## src/rtl/pc_step_counter.sv

```systemverilog
// pc_step_counter: program-counter register for the head of the fetch stage.
// Advances the fetch address by a power-of-two STEP, supports stall, redirect,
// halt/resume, misaligned-redirect flagging, wrap detection and a saturating
// count of advances.
module pc_step_counter #(
  parameter int unsigned      WIDTH     = 16,
  parameter int unsigned      STEP      = 2,
  parameter logic [WIDTH-1:0] RESET_VEC = '0,
  parameter int unsigned      CNT_WIDTH = 16
) (
  input  logic                 clk,
  input  logic                 rst,
  input  logic                 en,
  input  logic                 stall,
  input  logic                 load,
  input  logic [WIDTH-1:0]     load_addr,
  input  logic                 halt,
  input  logic                 resume,
  output logic [WIDTH-1:0]     pc,
  output logic [WIDTH-1:0]     pc_seq,
  output logic                 wrap,
  output logic                 misalign,
  output logic                 halted,
  output logic [CNT_WIDTH-1:0] adv_cnt
);

  // STEP is a power of two, so STEP-1 selects exactly the alignment bits
  // (empty mask when STEP = 1, which keeps misalign permanently clear).
  localparam logic [WIDTH-1:0]     STEP_V     = WIDTH'(STEP);
  localparam logic [WIDTH-1:0]     ALIGN_MASK = WIDTH'(STEP - 1);
  localparam logic [CNT_WIDTH-1:0] CNT_MAX    = '1;

  typedef enum logic {
    RUN    = 1'b0,
    HALTED = 1'b1
  } state_t;

  state_t         state;
  logic [WIDTH:0] sum_p0;

  // Saturating increment: the advance counter parks at all-ones.
  function automatic logic [CNT_WIDTH-1:0] sat_inc(input logic [CNT_WIDTH-1:0] v);
    return (v == CNT_MAX) ? v : v + CNT_WIDTH'(1);
  endfunction

  // Stage p0: sequential address, one bit wider so the carry-out is the wrap flag.
  assign sum_p0 = {1'b0, pc} + {1'b0, STEP_V};
  assign pc_seq = sum_p0[WIDTH-1:0];
  assign halted = (state == HALTED);

  // Stage p1: PC register, RUN/HALTED state and flags; rst beats every input.
  always_ff @(posedge clk) begin
    if (rst) begin
      state    <= RUN;
      pc       <= RESET_VEC;
      wrap     <= 1'b0;
      misalign <= 1'b0;
      adv_cnt  <= '0;
    end else begin
      // wrap is a single-cycle pulse; only an advance may raise it again.
      wrap <= 1'b0;
      case (state)
        RUN: begin
          if (halt) begin
            state <= HALTED;
          end else if (load) begin
            pc <= load_addr & ~ALIGN_MASK;
            if (|(load_addr & ALIGN_MASK)) misalign <= 1'b1;
          end else if (!stall && en) begin
            pc      <= sum_p0[WIDTH-1:0];
            wrap    <= sum_p0[WIDTH];
            adv_cnt <= sat_inc(adv_cnt);
          end
        end
        HALTED: begin
          // halt asserted alongside resume keeps the core parked.
          if (resume && !halt) state <= RUN;
        end
        default: state <= RUN;
      endcase
    end
  end

endmodule

```

## config.mk

```make
export PLATFORM = sky130hd
export DESIGN_NAME = pc_step_counter
export DESIGN_NICKNAME = d
export VERILOG_FILES = /design/src/rtl/pc_step_counter.sv
export SDC_FILE = /design/constraint.sdc
export NUM_CORES = 1
export LEC_CHECK = 0
export ABC_AREA = 1
export BUFFER_PORTS_ARGS = -buffer_cell sky130_fd_sc_hd__buf_2
export CORE_UTILIZATION = 51
export DETAILED_ROUTE_END_ITERATION = 8
export HOLD_SLACK_MARGIN = 0.08
export PLACE_DENSITY = 0.89
export REMOVE_ABC_BUFFERS = 1
export SETUP_SLACK_MARGIN = 0.1
export SLEW_MARGIN = 15
export SYNTH_ARGS = -nofsm -noshare
export SYNTH_HDL_FRONTEND = slang
export SYNTH_SLANG_ARGS = --single-unit
export TNS_END_PERCENT = 50
```

## constraint.sdc

```tcl
create_clock -name clk -period 2 [get_ports clk]
set_clock_uncertainty 0.2 [all_clocks]
set_input_delay 0.4 -clock clk [delete_from_list [all_inputs] [get_ports clk]]
set_output_delay 0.4 -clock clk [all_outputs]
set_load 0.1 [all_outputs]
```

==> impl_metrics.env <==
export IMPL_status="finished, violations left"
export IMPL_violations="negative setup slack"
export IMPL_grtUsageMet1=0.3505
export IMPL_busiest_layer="met2"
export IMPL_finalCritPeriodShare=1.199
export IMPL_vias=2731
export IMPL_area_delta_synth_final_pct=40.34
export IMPL_nets=440
export IMPL_cts_sinks=34
export IMPL_clockBufferDepth=2
export IMPL_port_buffers=71
export IMPL_area_sequential_um2=693.2
export IMPL_design_area_mm2=0.003164
export IMPL_finalPower_uw=2113
export IMPL_synth_seq_cells=34
export IMPL_synth_area_per_cell_um2=6.710
export IMPL_via_per_inst=5.861
export IMPL_cts_inserted_buffers=5
export IMPL_totalNegativeSetupSlack_ps=-3220
export IMPL_setup_slack_ps=-397.1
export IMPL_synth_area_mm2=0.002255
export IMPL_die_height_um=68.49
export IMPL_yosys_warnings=0
export IMPL_drt_pass1_iterations=8
export IMPL_drive_gt1_frac=0.3822
export IMPL_drc=0
export IMPL_drtIter0Drc=211
export IMPL_holdCritPathClass="input port to flop"
export IMPL_setup_viol=14
export IMPL_grtUsageMet2=0.5429
export IMPL_worst_setup_path_end_kind="primary output"
export IMPL_arrival_ps=1800
export IMPL_htreeDepth=2
export IMPL_fin_crit_ps=2397
export IMPL_grt_ovfl_total=0
export IMPL_post_drt_wl_per_cell_um=17.23
export IMPL_grt_usage=0.3179
export IMPL_grt_pass1_vias=2399
export IMPL_grt_pass1_wl_um=11050
export IMPL_n_antenna_cell=0
export IMPL_seq_area_frac_synth=0.3019
export IMPL_ir_drop_v=0.0005912
export IMPL_coreArea_mm2=0.004115
export IMPL_synthesis_instances=336
export IMPL_cellPowerDensity_mw_per_mm2=667.8
export IMPL_dp_hpwl_um=4591
export IMPL_dpl_cell_count=451
export IMPL_grt_max_degree=20
export IMPL_cts_tree="yes"
export IMPL_final_cell_count_no_fill=466
export IMPL_chipWidth_um=68.49
export IMPL_ios=74
export IMPL_drv_cap=0
export IMPL_fp_dieArea_mm2=0.004691
export IMPL_cts_root_buf="clkbuf_8"
export IMPL_multi_input_area_mm2=0.001446
export IMPL_max_clock_freq_mhz=417.2
export IMPL_fillers=265
export IMPL_slew_violations=0
export IMPL_antenna_found_initial=0
export IMPL_crit_path_start_kind="flop"
export IMPL_clk_latency_ps=290
export IMPL_ys_types=35
export IMPL_cp_required_ps=1400
export IMPL_ant_nets=0
export IMPL_rsz0062_at_grt="true"
export IMPL_detailedPlace_worstSlack_ps=-69.82
export IMPL_timing_final_hold_violations=0
export IMPL_place_gp_congestion=0.9867
export IMPL_cellLeakagePower_uw=0.001441
export IMPL_start_util=0.5479
export IMPL_worstPathMaxFanout=3
export IMPL_placed_area_mm2=0.002815
export IMPL_drt_wl_total_um=8031
export IMPL_rows=23
export IMPL_use_met3=0.09704
export IMPL_crit_type="flop to primary output"
export IMPL_clk_pin_slew_worst_paths_ps=70
[sequential cells by signal, indices dropped and copies added (netlist names)]
signal	count
misalign	1
wrap	1
adv_cnt	16
halted	1
pc	15
[layout make-up]
| type | instances | share of cell area |
|---|---|---|
| clock buffer | 7 | 0.02728 |
| clock inverter | 1 | 0.001582 |
| inverter | 30 | 0.03559 |
| multi-input combinational | 246 | 0.4571 |
| sequential | 34 | 0.2191 |
| tap | 50 | 0.01977 |
| timing repair buffer | 98 | 0.2396 |
[worst max-delay path: stages, from the launching register on]
cell and delay, ps:
dfxtp_2 360, ha_4 170, nand3_4 110, buf_4 170
nor2_4 140, nand3_2 120, nand2_2 100, and2_4 150
buf_12 160
[cell families after synthesis]
kind of cell,count (synthesis),share of synthesized area
AOI/OAI and AO/OA,63,0.1487
buffers and inverters,57,0.1415
and+or+nand+nor,165,0.3407
other,1,0.001663
adders and majority gates,2,0.01110
xor gates and xnor gates,14,0.05439
DFF,34,0.3019
[power breakdown]
group          internal, µW  switching [µW]  total, µW
registers               709            45.1        754
logic                   212             600        812
clock network           278             269        547
[cell usage after synthesis (all sizes together)]
cell	count	share of area
xnor2	5	0.019
nor3	3	0.0089
nand3	24	0.059
dfxtp	34	0.30
inv	30	0.050
or2	1	0.0028
conb	1	0.0017
and2	6	0.017
a211oi	1	0.0033
o21ai	24	0.055
clkbuf	5	0.0083
a31oi	2	0.0055
xor2	9	0.035
a21oi	36	0.085
ha	2	0.011
nand3b	1	0.0033
nand2	86	0.15
nor2	37	0.077
nand4	7	0.026
dlymetal6s2s	1	0.0055
buf	21	0.078
[path summary, 6_finish.rpt]
check | slack (ps) | cells past startpoint | endpoint | startpoint
max | -400 | 8 | pc_seq[15] | pc[2]$_SDFFE_PP0P_
min | 110 | 2 | halted$_SDFF_PP0_ | resume
max reg2reg | -90 | 10 | pc[11]$_SDFFE_PP0P_ | pc[2]$_SDFFE_PP0P_
min reg2reg | 310 | 2 | misalign$_SDFFE_PP0P_ | misalign$_SDFFE_PP0P_
[cells in the final DEF, fill, tap and decap left out, types with 2 or more instances in the layout]
cell type and n:
a31oi_1 2, buf_2 56, a21oi_2 3, xor2_1 7, clkbuf_8 6, xor2_2 2, dfxtp_1 26, conb_1 2
xnor2_1 2, and2_4 6, nand2_2 7, nand4_1 6, inv_1 27, nor2_1 28, inv_2 3, nor2_2 4
nand3_1 20, o21ai_2 2, nor3_1 2, o21ai_0 22, buf_12 13, nand3_2 2, a21oi_1 33, nor2_4 4
dfxtp_2 7, buf_4 28, nand3_4 2, nand2_1 77, xnor2_4 3
[metrics by stage]
step,hold slack [ps],utilization
3_3_place_gp,249.0,0.6841
4_1_cts,104.0,0.7455
6_report,107.5,0.7689
2_1_floorplan,262.4,-
3_5_place_dp,298.6,0.6841
5_1_grt,104.4,0.7689
[what timing repair did]
item	CTS	global route
buffers inserted	6	2
endpoints found under the setup margin	14	28
pin swaps	3	3
gates resized for setup	34	19
hold buffers	0	0
[per-layer routing]
layer / wire length [µm] / vias up
met4: 374 / 0
met2: 3816 / 207
met1: 3016 / 1250
li1: - / 1231
met3: 824 / 43
met5: 0 / -
Note: power is estimated with default switching activity, not from simulation.
